===== src/rtl/bram_arb_pkg.sv =====
// Shared types and helpers for the round-robin BRAM arbiter.
// Holds the arbiter state enum, pointer width and the wrap-around increment.
package bram_arb_pkg;

  localparam int unsigned MAX_NUM_REQ = 4;
  localparam int unsigned PTR_W       = 2;

  typedef enum logic [0:0] {
    IDLE   = 1'b0,
    LOCKED = 1'b1
  } arb_state_t;

  // Advance a requester pointer by one, wrapping at n requesters.
  function automatic logic [PTR_W-1:0] ptr_inc(input logic [PTR_W-1:0] p, input int unsigned n);
    logic [PTR_W-1:0] r;
    if (32'(p) + 32'd1 >= n) begin
      r = '0;
    end else begin
      r = p + PTR_W'(1);
    end
    return r;
  endfunction

endpackage


===== src/rtl/bram_arbiter_if.sv =====
// Requester and BRAM-side bus of the arbiter.
// slave: the arbiter itself; master: the environment (clients plus BRAM).
interface bram_arbiter_if #(
  parameter int NUM_REQ    = 2,
  parameter int DATA_WIDTH = 32,
  parameter int ADDR_WIDTH = 8
);

  logic [NUM_REQ-1:0]            req;
  logic [NUM_REQ-1:0]            req_wen;
  logic [NUM_REQ*ADDR_WIDTH-1:0] req_addr;
  logic [NUM_REQ*DATA_WIDTH-1:0] req_din;
  logic [NUM_REQ-1:0]            req_lock;
  logic [NUM_REQ-1:0]            gnt;
  logic [DATA_WIDTH-1:0]         rdata;
  logic [NUM_REQ-1:0]            rvalid;
  logic                          bram_ce;
  logic                          bram_wen;
  logic [ADDR_WIDTH-1:0]         bram_addr;
  logic [DATA_WIDTH-1:0]         bram_din;
  logic [DATA_WIDTH-1:0]         bram_dout;

  modport slave (
    input  req, req_wen, req_addr, req_din, req_lock, bram_dout,
    output gnt, rdata, rvalid, bram_ce, bram_wen, bram_addr, bram_din
  );

  modport master (
    output req, req_wen, req_addr, req_din, req_lock, bram_dout,
    input  gnt, rdata, rvalid, bram_ce, bram_wen, bram_addr, bram_din
  );

endinterface


===== src/rtl/bram_arbiter_rr_picker.sv =====
// Combinational find-first-set over req, starting at ptr and wrapping.
// Outputs the one-hot winner, its index and a valid flag.
module rr_picker
  import bram_arb_pkg::*;
#(
  parameter int NUM_REQ = 2
) (
  input  logic [NUM_REQ-1:0] req,
  input  logic [PTR_W-1:0]   ptr,
  output logic [NUM_REQ-1:0] onehot,
  output logic [PTR_W-1:0]   idx,
  output logic               valid
);

  logic [MAX_NUM_REQ-1:0] req_ext_s;
  logic [PTR_W:0]         cand_sum_s;
  logic [PTR_W-1:0]       cand_s;

  // Zero-padding lets the candidate index address the vector at full width.
  assign req_ext_s = MAX_NUM_REQ'(req);

  // Scan the rotated request vector; the first set bit wins.
  always_comb begin
    onehot     = '0;
    idx        = '0;
    valid      = 1'b0;
    cand_sum_s = '0;
    cand_s     = '0;
    for (int k = 0; k < NUM_REQ; k++) begin
      cand_sum_s = {1'b0, ptr} + (PTR_W+1)'(k);
      cand_sum_s = (cand_sum_s >= (PTR_W+1)'(NUM_REQ)) ? (cand_sum_s - (PTR_W+1)'(NUM_REQ)) : cand_sum_s;
      cand_s     = cand_sum_s[PTR_W-1:0];
      if (!valid && req_ext_s[cand_s]) begin
        valid  = 1'b1;
        idx    = cand_s;
        onehot = NUM_REQ'(1) << cand_s;
      end else begin
        valid  = valid;
      end
    end
  end

endmodule


===== src/rtl/bram_arbiter.sv =====
// Round-robin arbiter sharing one single-port BRAM between NUM_REQ clients.
// Optional burst locking is compiled in with the BRAM_ARB_BURST_EN macro.
module bram_arbiter
  import bram_arb_pkg::*;
#(
  parameter int NUM_REQ    = 2,
  parameter int DATA_WIDTH = 32,
  parameter int ADDR_WIDTH = 8,
  parameter int MAX_BURST  = 4
) (
  input  logic          ck,
  input  logic          rst,
  bram_arbiter_if.slave bus
);

  logic [PTR_W-1:0]       ptr_q, ptr_d;
  logic [PTR_W-1:0]       rr_idx_s, win_idx_s, mux_idx_s;
  logic [NUM_REQ-1:0]     rr_onehot_s, gnt_s;
  logic                   rr_valid_s, win_valid_s, rd_grant_s;
  logic [NUM_REQ-1:0]     rvalid_q, rvalid_d;
  logic [DATA_WIDTH-1:0]  rdata_q, rdata_d;
  logic [MAX_NUM_REQ-1:0] wen_ext_s;
  logic [ADDR_WIDTH-1:0]  addr_arr_s [MAX_NUM_REQ];
  logic [DATA_WIDTH-1:0]  din_arr_s  [MAX_NUM_REQ];

  assign wen_ext_s = MAX_NUM_REQ'(bus.req_wen);

  // Unpack the flattened buses; unused slots are padded so a PTR_W index is always in range.
  for (genvar i = 0; i < MAX_NUM_REQ; i++) begin : g_slice
    if (i < NUM_REQ) begin : g_live
      assign addr_arr_s[i] = bus.req_addr[i*ADDR_WIDTH +: ADDR_WIDTH];
      assign din_arr_s[i]  = bus.req_din[i*DATA_WIDTH +: DATA_WIDTH];
    end else begin : g_pad
      assign addr_arr_s[i] = '0;
      assign din_arr_s[i]  = '0;
    end
  end

  rr_picker #(
    .NUM_REQ (NUM_REQ)
  ) u_picker (
    .req    (bus.req),
    .ptr    (ptr_q),
    .onehot (rr_onehot_s),
    .idx    (rr_idx_s),
    .valid  (rr_valid_s)
  );

`ifdef BRAM_ARB_BURST_EN
  localparam int CNT_W = $clog2(MAX_BURST + 1);

  arb_state_t             state_q, state_d;
  logic [PTR_W-1:0]       owner_q, owner_d;
  logic [CNT_W-1:0]       cnt_q, cnt_d;
  logic [MAX_NUM_REQ-1:0] req_ext_s, lock_ext_s;

  assign req_ext_s  = MAX_NUM_REQ'(bus.req);
  assign lock_ext_s = MAX_NUM_REQ'(bus.req_lock);

  // Winner selection and pointer/lock bookkeeping; LOCKED bypasses round-robin.
  always_comb begin
    win_valid_s = 1'b0;
    win_idx_s   = rr_idx_s;
    gnt_s       = '0;
    ptr_d       = ptr_q;
    state_d     = state_q;
    owner_d     = owner_q;
    cnt_d       = cnt_q;
    if (rst) begin
      state_d = IDLE;
    end else begin
      case (state_q)
        IDLE: begin
          win_valid_s = rr_valid_s;
          gnt_s       = rr_onehot_s;
          ptr_d       = rr_valid_s ? ptr_inc(rr_idx_s, NUM_REQ) : ptr_q;
          if (rr_valid_s && lock_ext_s[rr_idx_s] && (MAX_BURST > 1)) begin
            state_d = LOCKED;
            owner_d = rr_idx_s;
            cnt_d   = CNT_W'(1);
          end else begin
            state_d = IDLE;
          end
        end
        LOCKED: begin
          win_idx_s = owner_q;
          if (req_ext_s[owner_q]) begin
            win_valid_s = 1'b1;
            gnt_s       = NUM_REQ'(1) << owner_q;
            cnt_d       = cnt_q + CNT_W'(1);
            if (!lock_ext_s[owner_q] || (cnt_q + CNT_W'(1) == CNT_W'(MAX_BURST))) begin
              state_d = IDLE;
              ptr_d   = ptr_inc(owner_q, NUM_REQ);
              cnt_d   = '0;
            end else begin
              state_d = LOCKED;
            end
          end else begin
            state_d = IDLE;
            ptr_d   = ptr_inc(owner_q, NUM_REQ);
            cnt_d   = '0;
          end
        end
        default: begin
          state_d = IDLE;
        end
      endcase
    end
  end

  // Burst FSM registers.
  always_ff @(posedge ck) begin
    if (rst) begin
      state_q <= IDLE;
      owner_q <= '0;
      cnt_q   <= '0;
    end else begin
      state_q <= state_d;
      owner_q <= owner_d;
      cnt_q   <= cnt_d;
    end
  end
`else
  logic unused_lock_s;
  assign unused_lock_s = ^{bus.req_lock, 32'(MAX_BURST)};

  // Plain round-robin winner selection and pointer advance.
  always_comb begin
    win_valid_s = 1'b0;
    win_idx_s   = rr_idx_s;
    gnt_s       = '0;
    ptr_d       = ptr_q;
    if (rst) begin
      win_valid_s = 1'b0;
    end else begin
      win_valid_s = rr_valid_s;
      gnt_s       = rr_onehot_s;
      ptr_d       = rr_valid_s ? ptr_inc(rr_idx_s, NUM_REQ) : ptr_q;
    end
  end
`endif

  // BRAM port mux; with no winner the slot-0 values are presented as don't-care.
  always_comb begin
    mux_idx_s     = win_valid_s ? win_idx_s : '0;
    rd_grant_s    = win_valid_s && !wen_ext_s[mux_idx_s];
    bus.gnt       = gnt_s;
    bus.bram_ce   = win_valid_s;
    bus.bram_wen  = win_valid_s && wen_ext_s[mux_idx_s];
    bus.bram_addr = addr_arr_s[mux_idx_s];
    bus.bram_din  = din_arr_s[mux_idx_s];
    rvalid_d      = rd_grant_s ? gnt_s : '0;
    rdata_d       = rd_grant_s ? bus.bram_dout : rdata_q;
  end

  // Pointer and registered read-return path.
  always_ff @(posedge ck) begin
    if (rst) begin
      ptr_q    <= '0;
      rvalid_q <= '0;
      rdata_q  <= '0;
    end else begin
      ptr_q    <= ptr_d;
      rvalid_q <= rvalid_d;
      rdata_q  <= rdata_d;
    end
  end

  assign bus.rvalid = rvalid_q;
  assign bus.rdata  = rdata_q;

endmodule


===== src/flat_wrapper.sv =====
// flat-port wrapper written by rule: the top's interface ports become plain ports
module bram_arbiter_flat import bram_arb_pkg::*;
#(
  parameter int NUM_REQ    = 2,
  parameter int DATA_WIDTH = 32,
  parameter int ADDR_WIDTH = 8,
  parameter int MAX_BURST  = 4
)
  (ck, rst, bus_req, bus_req_wen, bus_req_addr, bus_req_din, bus_req_lock, bus_bram_dout, bus_gnt, bus_rdata, bus_rvalid, bus_bram_ce, bus_bram_wen, bus_bram_addr, bus_bram_din);
  bram_arbiter_if #(.NUM_REQ(NUM_REQ), .DATA_WIDTH(DATA_WIDTH), .ADDR_WIDTH(ADDR_WIDTH)) bus_i ();
  input  logic ck;
  input  logic rst;
  input wire logic [$bits(bus_i.req)-1:0] bus_req;
  input wire logic [$bits(bus_i.req_wen)-1:0] bus_req_wen;
  input wire logic [$bits(bus_i.req_addr)-1:0] bus_req_addr;
  input wire logic [$bits(bus_i.req_din)-1:0] bus_req_din;
  input wire logic [$bits(bus_i.req_lock)-1:0] bus_req_lock;
  input wire logic [$bits(bus_i.bram_dout)-1:0] bus_bram_dout;
  output wire logic [$bits(bus_i.gnt)-1:0] bus_gnt;
  output wire logic [$bits(bus_i.rdata)-1:0] bus_rdata;
  output wire logic [$bits(bus_i.rvalid)-1:0] bus_rvalid;
  output wire logic [$bits(bus_i.bram_ce)-1:0] bus_bram_ce;
  output wire logic [$bits(bus_i.bram_wen)-1:0] bus_bram_wen;
  output wire logic [$bits(bus_i.bram_addr)-1:0] bus_bram_addr;
  output wire logic [$bits(bus_i.bram_din)-1:0] bus_bram_din;
  assign bus_i.req = bus_req;
  assign bus_i.req_wen = bus_req_wen;
  assign bus_i.req_addr = bus_req_addr;
  assign bus_i.req_din = bus_req_din;
  assign bus_i.req_lock = bus_req_lock;
  assign bus_i.bram_dout = bus_bram_dout;
  assign bus_gnt = bus_i.gnt;
  assign bus_rdata = bus_i.rdata;
  assign bus_rvalid = bus_i.rvalid;
  assign bus_bram_ce = bus_i.bram_ce;
  assign bus_bram_wen = bus_i.bram_wen;
  assign bus_bram_addr = bus_i.bram_addr;
  assign bus_bram_din = bus_i.bram_din;
  bram_arbiter #(.NUM_REQ(NUM_REQ), .DATA_WIDTH(DATA_WIDTH), .ADDR_WIDTH(ADDR_WIDTH), .MAX_BURST(MAX_BURST)) u_core (.ck(ck), .rst(rst), .bus(bus_i));
endmodule

===== config.mk =====
export PLATFORM = sky130hd
export DESIGN_NAME = bram_arbiter_flat
export DESIGN_NICKNAME = d
export VERILOG_FILES = /design/src/rtl/bram_arb_pkg.sv /design/src/rtl/bram_arbiter_if.sv /design/src/rtl/bram_arbiter_rr_picker.sv /design/src/rtl/bram_arbiter.sv /design/src/flat_wrapper.sv
export SDC_FILE = /design/constraint.sdc
export NUM_CORES = 1
export LEC_CHECK = 0
export CAP_MARGIN = 20
export CORE_MARGIN = 5
export CORE_UTILIZATION = 33
export CTS_CLUSTER_DIAMETER = 30
export DETAILED_ROUTE_END_ITERATION = 7
export HOLD_SLACK_MARGIN = 0.05
export PLACE_DENSITY = 0.87
export SLEW_MARGIN = 0
export SYNTH_ARGS = -nofsm -noshare
export SYNTH_HDL_FRONTEND = slang
export SYNTH_SLANG_ARGS = --single-unit

===== constraint.sdc =====
create_clock -name ck -period 4.3 [get_ports ck]
set_input_delay 0.86 -clock ck [delete_from_list [all_inputs] [get_ports ck]]
set_output_delay 0.86 -clock ck [all_outputs]
set_load 0.03 [all_outputs]

==> reports/results.tsv <==
stage	metric	value	unit
cts	clock_latency	0.28	ns
worst_setup_path	worst_ep_required_time	3.44	ns
synth	yosys.area.top_type	dfxtp_1	
cts	htreeDepth	2	
synth	netlist_area	0.00214	sq mm
route	first_pass_iters	4	
synth	yosysMostFrequentCell	mux2_2	
cts	cts_tree	yes	
cts	cts_root_buf	clkbuf_8	
worst_setup_path	ff2ff_path_depth	4	
global_route	grt_max_degree	39	
worst_hold_path	holdPathEnd	u_core.ptr_q[1]	
die	die-area	0.00820	sq mm
place	place_congestion	0.829	
synth	synth_edf_count	0	
worst_setup_path	regToRegEndpoint	u_core.bus.rdata[2]	
route	viasPerCell	4.54	
route	via_count	2030	
worst_setup_path	crit_arrival	3.19	ns
timing	max_slew_margin	58.0	%
synth	ys_seq_area_share	33.6	%
die	start_util	33.7	%
worst_setup_path	path_max_fanout	12	
timing	hold_violations	0	
cts	cts_buffers	5	
cts	clockBufferDepth	2	
synth	synth_area_leaders	dfxtp_1 (34%), mux2_4 (24%), mux2_2 (20%)	
route	drt_drc_violations_left	0	
route	routed_wl	7810	microns
global_route	antenna_found_initial	0	
cts	cts_sinks	36	
worst_setup_path	worstSetupEndpointType	output pin	
synth	synth-seq-cells	36	
cells_and_area	area_delta_synth_final	95.3	%
worst_setup_path	start_kind	primary input	
power_and_ir_drop	ir_worst_vdd	0.155	mV
timing	period_share	94.2	%
worst_hold_path	hp-start	u_core.ptr_q[1]	
synth	synthDominantCellAreaShare	33.6	%
die	core-area	0.00635	sq mm
power_and_ir_drop	p_leak	0.00178	uW
cts	cts_hold_buffers	0	
worst_setup_path	worstSetupPathType	primary input to output pin	
cells_and_area	antennaDiodeCount	0	
status	outcome	complete, no violations	
die	die_x	90.6	microns
route	ant_nets	0	
synth	ys_types	27	
worst_hold_path	hold_class	register to register	
job	maxCapViolCount	0	
synth	async_flop_share	0	%
die	ioPinCount	198	
global_route	grt_pass1_wl	11600	microns
cts	clk_pin_slew	0.07	ns
cells_and_area	drive_gt1_share	33.5	%
route	drt-initial-drc-count	127	
die	dieHeight	90.6	microns
die	row_count	29	
cts	cts.repair.resized	0	
power_and_ir_drop	powerDensity	258	mW/mm^2
timing	setup_viol	0	
synth	syn_nets	298	
timing	finClkSkew	0.00711	ns
timing	slew_violations	0	
place	pre_cts_slack	0.234	ns
global_route	grt_pass1_vias	2048	
synth	synthCells	177	
global_route	gr-usage-all-layers	17.8	%
synth	synth_common_cells	mux2_2 (38), dfxtp_1 (36), mux2_4 (34)	
synth	yosysWarnings	0	
timing	fin_crit	4.05	ns
place	place_hpwl	6520	microns
timing	worst_slew_pin_slew	0.630	ns
timing	fmax	247	MHz
timing	finalWorstSetupSlack	0.250	ns
cells_and_area	fin_util	65.9	%
worst_hold_path	hold_depth	2	
cells_and_area	layout.nets	490	
place	portBuffers	195	
timing	rsz0062_at_grt	no	
worst_setup_path	rr_startpoint	u_core.ptr_q[0]	
cts	postCtsSetupRepairBufs	0	
synth	synth_flop_cell	dfxtp_1	
synth	synth_area_per_cell	12.1	sq um
worst_setup_path	rrSetupSlack	2.30	ns
timing	fin_tns_setup	0	ns
global_route	grt_remaining_overflow	0	
route	wl_per_cell	17.5	microns
-- layer usage --
metal,up-vias,GRT usage [%],share of wire (%)
met1,933,18.3,36
met5,-,0,0
met4,0,3.35,0.65
li1,992,-,-
met3,4,5.17,8.5
met2,101,35.1,55
-- kinds of logic (layout without fill, tap and decap cells) --
family                   count (synthesis)  in the layout  share of synthesized area, %
multiplexers                            72             72                          43.8
other                                    1              1                         0.175
buffers and inverters                   15            208                          5.14
AO/OA/AOI/OAI                            9              9                          3.91
adder cells (fa/ha/maj)                  1              1                         0.584
AND/OR/NAND/NOR                         43             43                          12.7
flip-flops                              36             36                          33.6
-- power by group --
part / total, uW / switching [uW] / internal, uW
clock: 234 / 118 / 116
sequential: 374 / 13.2 / 361
combinational: 472 / 207 / 266
-- sequential cells by signal, indices dropped and copies added (netlist names) --
register	count
u_core.bus.rdata	32
u_core.bus.rvalid	2
u_core.ptr_q	2
-- area by class of cell --
cell class | count | area, sq um
Fill cell | 530 | 2170
Timing Repair Buffer | 197 | 1960
Multi-Input combinational cell | 126 | 1310
Sequential cell | 36 | 721
Tap cell | 77 | 96.3
Clock buffer | 7 | 76.3
Inverter | 3 | 11.3
Clock inverter | 1 | 8.76
-- stage by stage --
stage,std cells,hold slack (ns),instance area [sq um],power (uW)
after global routing,447,0.604,4180,1130
after global placement,439,0.526,4100,850
after CTS,447,0.553,4180,1090
final,447,0.555,4180,1080
after floorplan,177,0.507,2140,623
after detailed placement,439,0.542,4100,856
-- worst max-delay path by stage --
stage	start	depth (start not counted)	end
2_1_floorplan	bus_req[1]	3	bus_bram_wen
3_3_place_gp	bus_req[1]	5	bus_bram_din[29]
3_5_place_dp	bus_req[1]	5	bus_bram_din[29]
4_1_cts	bus_req[1]	5	bus_bram_din[29]
5_1_grt	bus_req[1]	5	bus_bram_din[29]
6_report	bus_req[1]	5	bus_bram_din[29]
-- critical path, cell delays in order --
cell	delay, ns
clkdlybuf4s50_1	0.61
inv_2	0.11
or3_2	0.66
mux2_4	0.35
clkdlybuf4s50_1	0.59
-- cells in the final DEF, fill, tap and decap left out, types with 2 or more instances in the layout --
| cell type | n |
|---|---|
| nor2_1 | 2 |
| o211ai_1 | 2 |
| buf_4 | 34 |
| inv_1 | 2 |
| buf_12 | 7 |
| nor2b_1 | 33 |
| clkbuf_8 | 5 |
| mux2_4 | 34 |
| dfxtp_1 | 36 |
| mux2_2 | 38 |
| clkbuf_1 | 2 |
| clkdlybuf4s50_1 | 156 |
| a21oi_1 | 2 |
Note: power is estimated with default switching activity, not from simulation.
==> patch: new RTL, config.mk and constraints unchanged <==
Change the package constant `PTR_W` from 2 to 3.
--- a/src/rtl/bram_arb_pkg.sv
+++ b/src/rtl/bram_arb_pkg.sv
@@ -3,7 +3,7 @@
 package bram_arb_pkg;
 
   localparam int unsigned MAX_NUM_REQ = 4;
-  localparam int unsigned PTR_W       = 2;
+  localparam int unsigned PTR_W       = 3;
 
   typedef enum logic [0:0] {
     IDLE   = 1'b0,
Check against the original RTL: no difference found for any inputs over 10 cycles, from zero or initial values and one cycle with rst high; that may be too few to reach the edited logic, so the function may still have changed.
==> patch against the original RTL <==
- synthesized area grew 17%
- power grew 19%
- maximum frequency shrank 1.2%
- sequential cell count grew 1
- wire length grew 14%
- die area grew 15%
- final area grew 12%
- worst setup slack lost 0.050 ns
- largest power group unchanged
- highest routed layer unchanged
==> patch: results (changes against the original RTL) <==
Leak Pwr 2.113 nW (was 1.780 nW); synth top area cells dfxtp_1, nand2b_1, mux2i_1, mux2_1, mux2_2 (was dfxtp_1, mux2_4, mux2_2, nor2b_1, buf_6); number of diodes 0 (unchanged); Cell variety after synth 43 (was 27); Arrival @ worst endpoint 3.24 ns (was 3.19 ns); routability congestion estimate 0.8556 (was 0.8285); first-iteration detailed-routing DRC count 62 (was 127); FILL cells 568 (was 530); Synth Register Bits 37 (was 36); critical path startpoint bus_req[0] (was bus_req[1]); combinational share of power 44.9% (was 43.7%); vias in the first global route 2649 (was 2048); DRT met1 WL 3383 um (was 2815 um); Place WS 0.1336 ns (was 0.2341 ns); DP Area 4484 um2 (was 4098 um2); measured slew at the worst slew-check pin 0.5249 ns (was 0.6297 ns); hold path start u_core.bus.rdata[19] (was u_core.ptr_q[1]); setup bufs post-CTS 0 (unchanged); Seq/Total Area, Yosys 29.50% (was 33.64%); Crit Path Max Fanout 6 (was 12); Worst-path clk slew 0.07 ns (about the same); met2 GRT Util 33.23% (was 35.11%); PwrDens 274.7 nW/um2 (was 258.3 nW/um2); Commonest cells post-synth nand2b_1, dfxtp_1, mux2i_1 (was mux2_2, dfxtp_1, mux2_4); met2 WL 4580 um (was 4285 um); r2r startpoint u_core.ptr_q[1] (was u_core.ptr_q[0]); total track usage 17.41% (was 17.78%); Post-Layout Cell Count 543 (was 447); sequential cell area share 15.83% (was 17.23%); fraction of area in multi-input gates 34.08% (was 31.38%); Non-Clock Inverter Count 6 (was 3); GR Util met1 17.75% (was 18.25%); Non-Filler Cell Area, Final 4696 um2 (was 4183 um2); Peak VDD IR 0.0001927 V (was 0.0001546 V); status complete, no violations (unchanged); final net count 567 (was 490); met3 wire len 833 um (was 661 um); largest net degree at the start of global routing 74 (was 39); layout cell share with drive strength beyond 1 9.234% (was 33.51%); Syn Nets 378 (was 298); Post-DP HPWL 6989 um (was 6518 um); GR met3 Demand/Resource 7.107% (was 5.167%); global-route wire length before repair 13570 um (was 11550 um); Final non-clock buffer share 44.50% (was 46.78%); CTS Buffer Depth 2 (unchanged); bufs w/o clock 201 (was 197); DR vias 2521 (was 2030); #MultiIn Comb 192 (was 126); WL/cell 16.47 um (was 17.48 um); Switching Share 33.02% (was 31.31%); Post-Synthesis Cells 254 (was 177); clock network power share 24.2% (was 21.7%); ClkCell Share 2.478% (was 2.034%); Chip Width 97.23 um (was 90.57 um); Layout Skew 0.004310 ns (was 0.007111 ns)
patch: changes by cell type after synthesis, moves of 4 or more:
cell,delta
mux2i_1,+34
inv_1,+4
clkbuf_1,+5
mux2_2,-20
nand2b_1,+64
mux2_1,+23
mux2_4,-34
nor2b_1,-31
a31oi_1,+4
patch: final timing paths:
kind,cells past startpoint,slack [ns],endpoint
worst max-delay path,7,0.20,bus_gnt[0]
worst min-delay path,2,0.47,u_core.bus.rdata[19]
worst max register to register,8,1.72,u_core.bus.rdata[9]
worst min register to register,2,0.47,u_core.bus.rdata[19]
patch: worst max-delay path: stages:
cell and delay [ns]:
clkdlybuf4s50_1 0.49, mux2_2 0.35, and2_1 0.19, nor4_1 0.31, a2bb2oi_1 0.14, nor3b_1 0.19, clkdlybuf4s50_1 0.70
patch: cell families after synthesis:
family	synth area share [%]
and+or+nand+nor	23.42
muxes	31.94
DFF	29.50
buffers and inverters	6.776
AOI/OAI and AO/OA	6.079
adders and majority gates	1.993
other	0.2991
